## config.mk

```make
export PLATFORM = sky130hd
export DESIGN_NAME = pwm_audio_out
export DESIGN_NICKNAME = d
export VERILOG_FILES = /design/src/rtl/pwm_audio_out.sv
export SDC_FILE = /design/constraint.sdc
export NUM_CORES = 1
export LEC_CHECK = 0
export CAP_MARGIN = 20
export CORE_MARGIN = 2
export CORE_UTILIZATION = 50
export DETAILED_ROUTE_END_ITERATION = 10
export GPL_TIMING_DRIVEN = 0
export PLACE_DENSITY_LB_ADDON = 0.15
export SYNTH_ARGS = -nofsm -noshare
export SYNTH_HDL_FRONTEND = slang
export SYNTH_SLANG_ARGS = --single-unit
```

## constraint.sdc

```tcl
create_clock -name clk -period 3.4 [get_ports clk]
set_clock_uncertainty 0.2 [all_clocks]
set_input_delay 0.34 -clock clk [delete_from_list [all_inputs] [get_ports clk]]
set_output_delay 0.34 -clock clk [all_outputs]
set_load 0.005 [all_outputs]
```

## src/rtl/pwm_audio_out.sv

```systemverilog
// -----------------------------------------------------------------------------
// pwm_audio_out
//
// Final output stage of the audio path. Plays the filtered 8-bit sample stream
// on a single-pin PWM DAC: one 256-clock period per duty value. The duty is
// only ever changed on the last clock of a period, so the pin never glitches
// mid-period. A soft-start/soft-stop ramp FSM walks the duty slowly between 0
// and MID_CODE on enable/disable to avoid audible pops.
//
// Parameters:
//   RAMP_DIV  PWM periods per 1-LSB ramp step (legal 1..16)
//   MID_CODE  ramp target on start-up; hand-over point into RUN
//
// Ports:
//   clk           system clock
//   rst_n         synchronous active-low reset
//   enable        level: 1 = play, 0 = ramp down and park the pin low
//   sample_valid  one-cycle strobe qualifying sample_in
//   sample_in     unsigned filtered audio sample
//   pwm_out       registered PWM pin drive
//   period_start  one-cycle pulse on the first clock of each PWM period
//   running       high while the FSM is in RUN
//   idle          high while the FSM is in OFF
//
// Optional feature (macro PWM_DITHER_EN):
//   When defined, an 8-bit Galois LFSR (x^8+x^6+x^5+x^4+1, seed 8'h01) steps
//   once per period and its LSB is added, saturating, to the RUN duty.
//   When undefined no LFSR exists and the RUN duty is the pending sample.
// -----------------------------------------------------------------------------
module pwm_audio_out #(
  parameter int         RAMP_DIV = 4,
  parameter logic [7:0] MID_CODE = 8'h80
) (
  input  logic       clk,
  input  logic       rst_n,
  input  logic       enable,
  input  logic       sample_valid,
  input  logic [7:0] sample_in,
  output logic       pwm_out,
  output logic       period_start,
  output logic       running,
  output logic       idle
);

  typedef enum logic [1:0] {
    ST_OFF       = 2'd0,
    ST_RAMP_UP   = 2'd1,
    ST_RUN       = 2'd2,
    ST_RAMP_DOWN = 2'd3
  } state_t;

  // Last value of the period divider; a ramp step fires when it is reached.
  localparam logic [3:0] DIV_LAST = 4'(RAMP_DIV - 1);

  // Registered state
  logic [7:0] r_cnt;
  logic [7:0] r_pending;
  logic [7:0] r_active;
  logic [7:0] r_ramp;
  logic [3:0] r_div;
  state_t     r_state;
  logic       r_pwm;
  logic       r_period_start;
  logic       r_running;
  logic       r_idle;

  // Combinational helpers
  logic       w_boundary;
  logic       w_step;
  logic [7:0] w_ramp_inc;
  logic [7:0] w_ramp_dec;
  logic [7:0] w_run_duty;
  state_t     w_state_nxt;
  state_t     w_state_after;
  logic [7:0] w_ramp_nxt;
  logic [3:0] w_div_nxt;
  logic [7:0] w_active_nxt;

  // Everything period-related happens on the edge that closes the period.
  assign w_boundary = (r_cnt == 8'hFF);
  assign w_step     = (r_div == DIV_LAST);

  // Ramp never wraps: clamp at MID_CODE going up (also catches a ramp that
  // was reversed while still above MID_CODE) and at zero going down.
  assign w_ramp_inc = (r_ramp >= MID_CODE) ? MID_CODE : (r_ramp + 8'd1);
  assign w_ramp_dec = (r_ramp == 8'h00) ? 8'h00 : (r_ramp - 8'd1);

`ifdef PWM_DITHER_EN
  logic [7:0] r_lfsr;

  // One right-shift step of the Galois LFSR, feedback mask for taps 8,6,5,4.
  function automatic logic [7:0] lfsr_next(input logic [7:0] v);
    logic [7:0] shifted;
    shifted = {1'b0, v[7:1]};
    if (v[0]) begin
      lfsr_next = shifted ^ 8'hB8;
    end else begin
      lfsr_next = shifted;
    end
  endfunction

  // Add one LSB of dither without letting 8'hFF wrap to zero.
  function automatic logic [7:0] sat_add1(input logic [7:0] a, input logic b);
    logic [8:0] sum;
    sum = {1'b0, a} + {8'h00, b};
    if (sum[8]) begin
      sat_add1 = 8'hFF;
    end else begin
      sat_add1 = sum[7:0];
    end
  endfunction

  assign w_run_duty = sat_add1(r_pending, r_lfsr[0]);

  // Dither source: advances once per PWM period.
  always_ff @(posedge clk) begin
    if (!rst_n) begin
      r_lfsr <= 8'h01;
    end else if (w_boundary) begin
      r_lfsr <= lfsr_next(r_lfsr);
    end else begin
      r_lfsr <= r_lfsr;
    end
  end
`else
  assign w_run_duty = r_pending;
`endif

  // Next-state / next-duty decode, only committed on a period boundary.
  // On an edge where the state changes, the duty still follows the rule of
  // the state being left, and no ramp step is taken on a direction reversal.
  always_comb begin
    w_state_nxt  = r_state;
    w_ramp_nxt   = r_ramp;
    w_div_nxt    = r_div;
    w_active_nxt = r_active;
    case (r_state)
      ST_OFF: begin
        w_active_nxt = 8'h00;
        w_div_nxt    = 4'd0;
        w_ramp_nxt   = 8'h00;
        if (enable) begin
          w_state_nxt = ST_RAMP_UP;
        end else begin
          w_state_nxt = ST_OFF;
        end
      end
      ST_RAMP_UP: begin
        if (!enable) begin
          w_state_nxt  = ST_RAMP_DOWN;
          w_div_nxt    = 4'd0;
          w_active_nxt = r_ramp;
        end else if (w_step) begin
          w_div_nxt    = 4'd0;
          w_ramp_nxt   = w_ramp_inc;
          w_active_nxt = w_ramp_inc;
          if (w_ramp_inc == MID_CODE) begin
            w_state_nxt = ST_RUN;
          end else begin
            w_state_nxt = ST_RAMP_UP;
          end
        end else begin
          w_div_nxt    = r_div + 4'd1;
          w_active_nxt = r_ramp;
        end
      end
      ST_RUN: begin
        w_active_nxt = w_run_duty;
        w_div_nxt    = 4'd0;
        if (!enable) begin
          // Start the fade from the sample that was just playing.
          w_state_nxt = ST_RAMP_DOWN;
          w_ramp_nxt  = r_pending;
        end else begin
          w_state_nxt = ST_RUN;
        end
      end
      ST_RAMP_DOWN: begin
        if (enable) begin
          w_state_nxt  = ST_RAMP_UP;
          w_div_nxt    = 4'd0;
          w_active_nxt = r_ramp;
        end else if (w_step) begin
          w_div_nxt    = 4'd0;
          w_ramp_nxt   = w_ramp_dec;
          w_active_nxt = w_ramp_dec;
          if (w_ramp_dec == 8'h00) begin
            w_state_nxt = ST_OFF;
          end else begin
            w_state_nxt = ST_RAMP_DOWN;
          end
        end else begin
          w_div_nxt    = r_div + 4'd1;
          w_active_nxt = r_ramp;
        end
      end
      default: begin
        w_state_nxt  = ST_OFF;
        w_ramp_nxt   = 8'h00;
        w_div_nxt    = 4'd0;
        w_active_nxt = 8'h00;
      end
    endcase
  end

  // State the FSM will hold after this edge; drives the status flags.
  assign w_state_after = w_boundary ? w_state_nxt : r_state;

  // FSM state register with ramp, divider and duty, stepped per period.
  always_ff @(posedge clk) begin
    if (!rst_n) begin
      r_state  <= ST_OFF;
      r_ramp   <= 8'h00;
      r_div    <= 4'd0;
      r_active <= 8'h00;
    end else if (w_boundary) begin
      r_state  <= w_state_nxt;
      r_ramp   <= w_ramp_nxt;
      r_div    <= w_div_nxt;
      r_active <= w_active_nxt;
    end else begin
      r_state  <= r_state;
      r_ramp   <= r_ramp;
      r_div    <= r_div;
      r_active <= r_active;
    end
  end

  // Period counter, sample capture, PWM comparator and status flags.
  always_ff @(posedge clk) begin
    if (!rst_n) begin
      r_cnt          <= 8'h00;
      r_pending      <= MID_CODE;
      r_pwm          <= 1'b0;
      r_period_start <= 1'b0;
      r_running      <= 1'b0;
      r_idle         <= 1'b1;
    end else begin
      r_cnt          <= r_cnt + 8'd1;
      r_period_start <= w_boundary;
      // Output lags the counter by one clock; with cnt==255 never below an
      // 8-bit duty, a full-scale duty gives 255 high clocks out of 256.
      r_pwm          <= (r_cnt < r_active);
      r_running      <= (w_state_after == ST_RUN);
      r_idle         <= (w_state_after == ST_OFF);
      if (sample_valid) begin
        r_pending <= sample_in;
      end else begin
        r_pending <= r_pending;
      end
    end
  end

  assign pwm_out      = r_pwm;
  assign period_start = r_period_start;
  assign running      = r_running;
  assign idle         = r_idle;

endmodule

```

==> flow_metrics.tcl, run 1 <==
set metrics [dict create \
    status "finished clean" \
    worstHoldStart "rst_n" \
    dieArea_um2 5530 \
    ctsHoldBuffers 0 \
    wl_met1_mm 2.86 \
    io_pins 16 \
    grt_pass1_vias 2155 \
    drt-total-wl_mm 6.42 \
    vias_per_cell 6.10 \
    final_common_cell "dfxtp_1" \
    syn-num-nets 340 \
    min_path_cells 3 \
    cts_resized 0 \
    final_net_count 360 \
    synth-async-reset-ratio 0 \
    grt_max_degree 14 \
    fin_crit_ns 2.87 \
    ant_nets 0 \
    p_per_area_nw_per_um2 341 \
    synth_edf_count 0 \
    netlist_instances 316 \
    max_stage_delay_ns 0.63 \
    post_cts_buffers 0 \
    rows 25 \
    crit_slowest_cell "nor4b_1" \
    core-area_um2 4750 \
    worstMarginPinSlew_ns 0.751 \
    max_cap_violations 0 \
    synth_top_area_share 0.340 \
    worstSetupPathType "register to register" \
    cp.required_ns 3.37 \
    grt-ovfl-total 0 \
    crit_path_frequent_cell "a21oi_1" \
    ys_types 54 \
    hold_viol 0 \
    r2r_end "r_active[2]" \
    grt_pass1_wl_mm 10.4 \
    drt_iter0_drc 347 \
    worst-path-buf-inv 2 \
    cp-end-kind "register" \
    setup_viol 0 \
    grt_use_total 0.248 \
    drtPass1Iterations 5 \
    path_delay_family "compound AO/OA/AOI/OAI gates" \
    startpoint_type "register" \
    synth_area_leader_cell "dfxtp_1" \
    arrival_ns 2.84 \
    syn_to_final_growth_pct 13.0 \
    slew_headroom 0.492 \
    layout_common_cells "dfxtp_1 (42), nor2_1 (41), clkbuf_1 (22), a21oi_1 (22), o21ai_0 (21)" \
    antenna_found_initial 0 \
    wl_met2_mm 2.91 \
    final_core_util 0.589 \
    dp_hpwl_mm 4.79 \
    numPortBuffers 13 \
    ys_warn_count 0 \
    via_count 2464 \
    postSynthAreaPerCell_um2 7.84 \
    fp.dieH_um 74.4 \
    grt_setup_unrepaired "false" \
    crit_fanout 10 \
    fin_tns_setup_ns 0 \
    clockBufferDepth 2 \
    synth_flop_cell "dfxtp_1" \
    timing.final.max_slew_violations 0 \
    cts_tree "done" \
    clk-insertion-delay-late_ns 0.31 \
    wl_met3_um 541 \
    fmax_mhz 349 \
    wl_per_cell_um 15.9 \
    start_util 0.521 \
    drive_gt1_frac 0.0415 \
    hp-class "input port to register" \
    reg2reg_depth 9 \
    final_area_um2 2800 \
    die_x_um 74.4 \
    highest_layer "met4" \
    insertedDiodeCount 0 \
    postPlaceCellArea_um2 2690 \
    seq_area_frac_synth 0.340 \
    cts_buffers 5 \
    cts_num_sinks 42 \
    clockRootBuffer "clkbuf_8" \
    ys_seq_elements 42 \
    path_cells "clkbuf_1 > inv_1 > ha_1 > nor4b_1 > a21oi_1 > nand3b_1 > a21oi_1 > a211oi_1 > a21oi_1" \
    synthTopCellsByArea "dfxtp_1 (34%), nor2_1 (6.2%), ha_1 (6.1%)" \
    min_to "r_active[6]" \
    cts.clk_slew.worst_paths_ns 0.09 \
    syn_area_um2 2480 \
    p_leak_nw 0.975 \
    place_congestion 1.01 \
    ir_worst_vdd_mv 0.278 \
    drc_errors 0 \
    fin_crit_sh 0.843 \
    ff2ff_setup_slack_ns 0.53 \
    reg2reg_from "r_ramp[0]" \
    htreeDepth 2 \
]
-- flip-flops by register name, summed over array words and instances, names as in the netlist, named ones only --
| signal | count |
|---|---|
| period_start | 1 |
| r_active | 8 |
| r_div | 4 |
| idle | 1 |
| r_ramp | 8 |
| pwm_out | 1 |
| r_pending | 8 |
| r_state | 1 |
| r_cnt | 8 |
| running | 1 |
-- through the flow --
step / std cells / hold slack [ns] / power (mW) / worst slack (ns)
2_1_floorplan: 316 / 0.233 / 0.548 / 0.966
3_3_place_gp: 396 / 0.255 / 0.571 / 0.450
3_5_place_dp: 396 / 0.265 / 0.572 / 0.450
4_1_cts: 404 / 0.237 / 0.959 / 0.592
5_1_grt: 404 / 0.295 / 0.979 / 0.339
6_report: 404 / 0.247 / 0.953 / 0.534
-- worst register-to-register path, cell delays in order, from the launching register on --
cell and delay (ns):
dfxtp_1 0.32, clkbuf_1 0.23, inv_1 0.17, ha_1 0.19, nor4b_1 0.63, a21oi_1 0.28, nand3b_1 0.16, a21oi_1 0.07
a211oi_1 0.38, a21oi_1 0.13
-- cells in the mapped netlist (all sizes together), types with 2 or more instances --
| cell type | count |
|---|---|
| a211oi | 8 |
| a21o | 3 |
| a21oi | 22 |
| a31oi | 5 |
| and3 | 4 |
| and4 | 3 |
| buf | 2 |
| clkbuf | 22 |
| dfxtp | 42 |
| ha | 12 |
| inv | 15 |
| mux2i | 10 |
| nand2 | 19 |
| nand2b | 2 |
| nand3 | 12 |
| nand4 | 7 |
| nor2 | 41 |
| nor3 | 8 |
| nor3b | 2 |
| nor4 | 7 |
| nor4b | 2 |
| o21a | 2 |
| o21ai | 21 |
| o311ai | 2 |
| or3b | 2 |
| or4 | 4 |
| or4b | 3 |
| xnor2 | 4 |
| xor2 | 8 |
-- per-layer routing --
metal | vias to the layer above | global-route usage
met4 | 0 | 0.0952
met2 | 118 | 0.385
li1 | 1185 | -
met3 | 18 | 0.0678
met1 | 1143 | 0.329
met5 | - | 0
-- cells by family after synthesis --
logic type,count (synthesis),synth area share
AOI/OAI and AO/OA,76,0.193
muxes,11,0.0450
xor gates and xnor gates,12,0.0424
DFF,42,0.340
adders and majority gates,12,0.0606
buffers and inverters,40,0.0611
and+or+nand+nor,123,0.259
-- worst max path at each step --
| stage | slack (ns) | cells after the start | startpoint | end |
|---|---|---|---|---|
| finish | 0.53 | 9 | r_ramp[0] | r_active[2] |
| global route | 0.34 | 9 | r_ramp[0] | r_active[4] |
| CTS | 0.59 | 9 | r_ramp[0] | r_active[4] |
| detailed placement | 0.45 | 9 | enable | r_active[3] |
| global placement | 0.45 | 7 | enable | r_active[5] |
| floorplan | 0.97 | 7 | r_div[0] | r_active[5] |
-- power by group --
part,switching (mW),internal [mW],total [mW]
logic,0.0244,0.0267,0.0511
registers,0.00780,0.501,0.509
clock network,0.177,0.216,0.393
-- layout make-up --
| type | count | area [um^2] |
|---|---|---|
| inverters | 16 | 60.1 |
| flip-flops and latches | 42 | 841 |
| clock inverters | 3 | 40.0 |
| plain buffers | 24 | 91.3 |
| clock buffers | 5 | 68.8 |
| multi-input cells | 234 | 1480 |
| repair buffers | 13 | 130 |
| fillers | 481 | 1960 |
| well taps | 67 | 83.8 |
Power figures use the tool's default switching activity.
==> run 2: changes to the inputs <==
clock period = 2.4 ns   (was 3.4 ns; I/O delays follow)
==> flow_metrics.tcl, run 2 (synthesis gave the netlist of run 1 again) <==
set metrics [dict create \
    grt-ovfl-total 0 \
    drt_iter0_drc 270 \
    startpoint_type "register" \
    drive_gt1_frac 0.160 \
    final_core_util 0.636 \
    dieArea_um2 5530 \
    fp.dieH_um 74.4 \
    postPlaceCellArea_um2 2720 \
    fillers 460 \
    die_x_um 74.4 \
    core-area_um2 4750 \
    ctsHoldBuffers 0 \
    timing.final.max_slew_violations 0 \
    hp-class "input port to register" \
    insertedDiodeCount 0 \
    p_leak_nw 1.04 \
    slew_headroom 0.436 \
    crit_fanout 10 \
    via_count 2470 \
    cts_tree "done" \
    hold_viol 0 \
    grt_max_degree 13 \
    fin_crit_sh 1.00 \
    cp.required_ns 2.37 \
    htreeDepth 2 \
    antenna_found_initial 0 \
    crit_slowest_cell "or4b_4" \
    cts_buffers 5 \
    ant_nets 0 \
    final_area_um2 3020 \
    layout_common_cells "nor2_1 (40), dfxtp_1 (37), o21ai_0 (20), a21oi_1 (20), nand2_1 (19)" \
    place_congestion 0.956 \
    vias_per_cell 6.11 \
    fin_crit_ns 2.40 \
    worstSetupPathType "register to register" \
    start_util 0.521 \
    syn_to_final_growth_pct 22.1 \
    rows 25 \
    ir_worst_vdd_mv 0.417 \
    arrival_ns 2.37 \
    p_per_area_nw_per_um2 454 \
    final_net_count 361 \
    grt_setup_unrepaired "true" \
    max_stage_delay_ns 0.47 \
    grt_pass1_wl_mm 11.3 \
    clk-insertion-delay-late_ns 0.30 \
    clockRootBuffer "clkbuf_8" \
    grt_use_total 0.272 \
    wl_per_cell_um 17.6 \
    worstMarginPinSlew_ns 0.835 \
    final_common_cell "nor2_1" \
    clockBufferDepth 2 \
    dp_hpwl_mm 5.01 \
    setup_viol 0 \
    drtPass1Iterations 5 \
    finalPower_mw 1.37 \
    io_pins 16 \
    fmax_mhz 417 \
    drc_errors 0 \
    cp-end-kind "register" \
    cts.clk_slew.worst_paths_ns 0.08 \
    path_cells "clkbuf_8 > inv_4 > ha_4 > or4b_4 > o32ai_2 > and4b_2 > nand3_2 > a31oi_2 > a31oi_1" \
    max_cap_violations 0 \
    grt_pass1_vias 2260 \
    cts_num_sinks 42 \
    drt-total-wl_mm 7.10 \
    numPortBuffers 13 \
    status "finished clean" \
]
## run 2: changes by cell type in the layout (fill, tap and decap cells not counted), moves of 3 or more
cell | before | now
a211oi_1 | 8 | 5
a211oi_2 | 0 | 3
buf_4 | 0 | 4
clkbuf_1 | 22 | 14
clkbuf_2 | 0 | 3
dfxtp_1 | 42 | 37
dfxtp_2 | 0 | 3
ha_1 | 12 | 9
ha_4 | 0 | 3
## run 2: final timing paths
path,to,startpoint,depth (start not counted),slack [ns]
max,running,r_ramp[1],9,0.0005
min,r_active[6],rst_n,3,0.20
max reg2reg,running,r_ramp[1],9,0.0005
min reg2reg,r_cnt[0],r_cnt[0],1,0.28
## run 2: routing by layer
metal / global-route usage / vias up / wire (um)
met4: 0.115 / 0 / 159
met1: 0.375 / 1158 / 3180
met5: 0 / - / 0
li1: - / 1189 / -
met3: 0.0542 / 18 / 403
met2: 0.416 / 105 / 3350
## run 2: critical path: cells and delay by family, from the launching register on
family	cells	cell delay (ns)
simple gates	3	0.86
flops	1	0.36
fa+ha+maj	1	0.14
compound gates	3	0.46
buf+inv	2	0.25
## run 2: per-stage QoR
step | setup slack [ns] | TNS (ns) | hold slack [ns] | instances
6_report | 0.000485 | 0 | 0.197 | 404
4_1_cts | -0.0903 | -0.121 | 0.183 | 404
3_5_place_dp | -0.562 | -6.43 | 0.259 | 396
3_3_place_gp | -0.587 | -6.96 | 0.253 | 396
2_1_floorplan | 0.0195 | 0 | 0.168 | 316
5_1_grt | -0.0949 | -0.188 | 0.226 | 404
## run 2: area by class of cell
type / instances / area, um^2 / area share
buffer: 20 / 96.3 / 0.0319
sequential: 42 / 852 / 0.282
inverter: 16 / 62.6 / 0.0207
multi-input combinational: 234 / 1640 / 0.544
tap: 67 / 83.8 / 0.0277
timing repair buffer: 18 / 171 / 0.0567
clock inverter: 1 / 30.0 / 0.00993
clock buffer: 6 / 82.6 / 0.0273
## run 2: report_power, final
part           switching [mW]  total (mW)  leakage (nW)  internal (mW)
logic                  0.0364      0.0749         0.637         0.0385
registers              0.0113       0.719         0.344          0.708
clock network           0.245       0.578        0.0573          0.333
total                   0.292        1.37          1.04           1.08
## run 2: what timing repair did
item,CTS,global route
pin swaps,1,11
setup endpoints to repair,19,19
gates resized for setup,17,30
setup buffers,3,2
==> RTL edit: new RTL, flow settings as in run 1 <==
Re-encode `state_t` (4 states) as Gray code, 2 bits wide.
--- a/src/rtl/pwm_audio_out.sv
+++ b/src/rtl/pwm_audio_out.sv
@@ -43,10 +43,10 @@
 );
 
   typedef enum logic [1:0] {
-    ST_OFF       = 2'd0,
-    ST_RAMP_UP   = 2'd1,
-    ST_RUN       = 2'd2,
-    ST_RAMP_DOWN = 2'd3
+    ST_OFF       = 2'b00,
+    ST_RAMP_UP   = 2'b01,
+    ST_RUN       = 2'b11,
+    ST_RAMP_DOWN = 2'b10
   } state_t;
 
   // Last value of the period divider; a ramp step fires when it is reached.
Check against the original RTL: no difference found for any inputs over 10 cycles, from zero or initial values and one cycle with rst_n low; not proved beyond that.
==> RTL edit against run 1 <==
  * First-iteration DRC count fell by 21%
  * Total power fell by 4.4%
  * Setup slack got worse by 0.26 ns
  * Cell count fell by 3.0%
  * Routed wire length fell by 3.2%
  * Sequential cell count did not move
  * Synthesized area fell by 0.25%
  * Global-route usage fell by 0.16 points
  * Cell area fell by 1.1%
  * Critical path type unchanged
  * Largest power group unchanged
==> RTL edit: results (changes against run 1) <==
<table>
<tr><th>Metric</th><th>Value</th></tr>
<tr><th colspan="2">Detailed routing</th></tr>
<tr><td>DR iter-0 viols</td><td>275 (-21%)</td></tr>
<tr><td>Detailed-route via count</td><td>2332 (-5.4%)</td></tr>
<tr><td>Routed wirelength normalized by instance count</td><td>15.9 um (-0.26%)</td></tr>
<tr><th colspan="2">Timing</th></tr>
<tr><td>Hold slack</td><td>0.117 ns (-0.130 ns)</td></tr>
<tr><th colspan="2">Place</th></tr>
<tr><td>Number of placed instances, taps included</td><td>384 (-3.0%)</td></tr>
<tr><td>Port Buffers</td><td>12 (-1)</td></tr>
<tr><td>Detail Placement HPWL</td><td>4570 um (-4.6%)</td></tr>
<tr><td>Global placement routability congestion</td><td>0.973 (-3.7%)</td></tr>
<tr><th colspan="2">Cells and area</th></tr>
<tr><td>Fill cell instance count of the final layout</td><td>469 (-2.5%)</td></tr>
<tr><td>Share of final-layout standard cells stronger than drive strength 1</td><td>0.0615 (+0.0200)</td></tr>
<tr><td>Final Instance Count excl. Fillers</td><td>392 (-3.0%)</td></tr>
<tr><th colspan="2">Power and ir drop</th></tr>
<tr><td>Clock network power consumption</td><td>0.351 mW (-11%)</td></tr>
<tr><td>Total power after layout</td><td>0.911 mW (-4.4%)</td></tr>
<tr><td>Largest vdd supply drop</td><td>0.240 mV (-13%)</td></tr>
<tr><th colspan="2">GRT</th></tr>
<tr><td>GR Util All Layers</td><td>0.247 (-0.00155)</td></tr>
<tr><td>Global-route wire length before repair</td><td>10400 um (-0.47%)</td></tr>
<tr><td>Vias in the first global route</td><td>2122 (-1.5%)</td></tr>
<tr><th colspan="2">Outcome</th></tr>
<tr><td>Run status</td><td>completed</td></tr>
<tr><th colspan="2">Critical path</th></tr>
<tr><td>Depth of the worst register-to-register path</td><td>8 (-1)</td></tr>
<tr><td>Critical path capture point</td><td>r_state[1]$_SDFF_PN0_</td></tr>
<tr><td>Worst path arrival time</td><td>3.12 ns (+0.28 ns)</td></tr>
<tr><td>Reg-to-reg setup timing slack</td><td>0.27 ns (-0.26 ns)</td></tr>
<tr><th colspan="2">Synth</th></tr>
<tr><td>Area fraction in compound gates after synthesis</td><td>0.247 (+0.0547)</td></tr>
<tr><td>Proportion of synthesized area in mux cells</td><td>0.0578 (+0.0128)</td></tr>
<tr><td>Cell types occupying the most area after synthesis</td><td>sky130_fd_sc_hd__dfxtp_1, sky130_fd_sc_hd__ha_1, sky130_fd_sc_hd__o21ai_0</td></tr>
<tr><td>Net count after synthesis</td><td>329 (-3.2%)</td></tr>
<tr><td>Post-Syn Area per Cell</td><td>8.10 um2 (+3.3%)</td></tr>
<tr><td>Ranking of synthesized cells by instance count</td><td>sky130_fd_sc_hd__dfxtp_1, sky130_fd_sc_hd__nor2_1, sky130_fd_sc_hd__o21ai_0</td></tr>
<tr><td>Area share of fa/ha/maj cells after synthesis</td><td>0.0608 (+0.000154)</td></tr>
<tr><td>Number of distinct library cells after synthesis</td><td>60 (+11%)</td></tr>
<tr><th colspan="2">Min path</th></tr>
<tr><td>Worst hold path endpoint</td><td>running$_SDFF_PN0_</td></tr>
</table>
[RTL edit: through the flow]
stage | setup slack (ns) | area [um2] | util
2_1_floorplan | 0.876 | 2470 | -
3_3_place_gp | 0.294 | 2670 | 0.562
3_5_place_dp | 0.249 | 2670 | 0.562
4_1_cts | 0.254 | 2770 | 0.582
5_1_grt | 0.143 | 2770 | 0.582
6_report | 0.270 | 2770 | 0.582
[RTL edit: cell type report]
type                            instances  area [um2]  share of cell area
Timing Repair Buffer                   12         120              0.0434
Inverter                               16        60.1              0.0217
Buffer                                 24         100              0.0361
Clock inverter                          1        8.76             0.00316
Sequential cell                        42         841               0.304
Tap cell                               67        83.8              0.0303
Clock buffer                            7        86.3              0.0312
Multi-Input combinational cell        223        1470               0.531
[RTL edit: layer usage]
metal	track usage	share of wire
met3	0.0352	0.070
met2	0.377	0.44
met4	0.0992	0.027
met1	0.351	0.47
met5	0	0
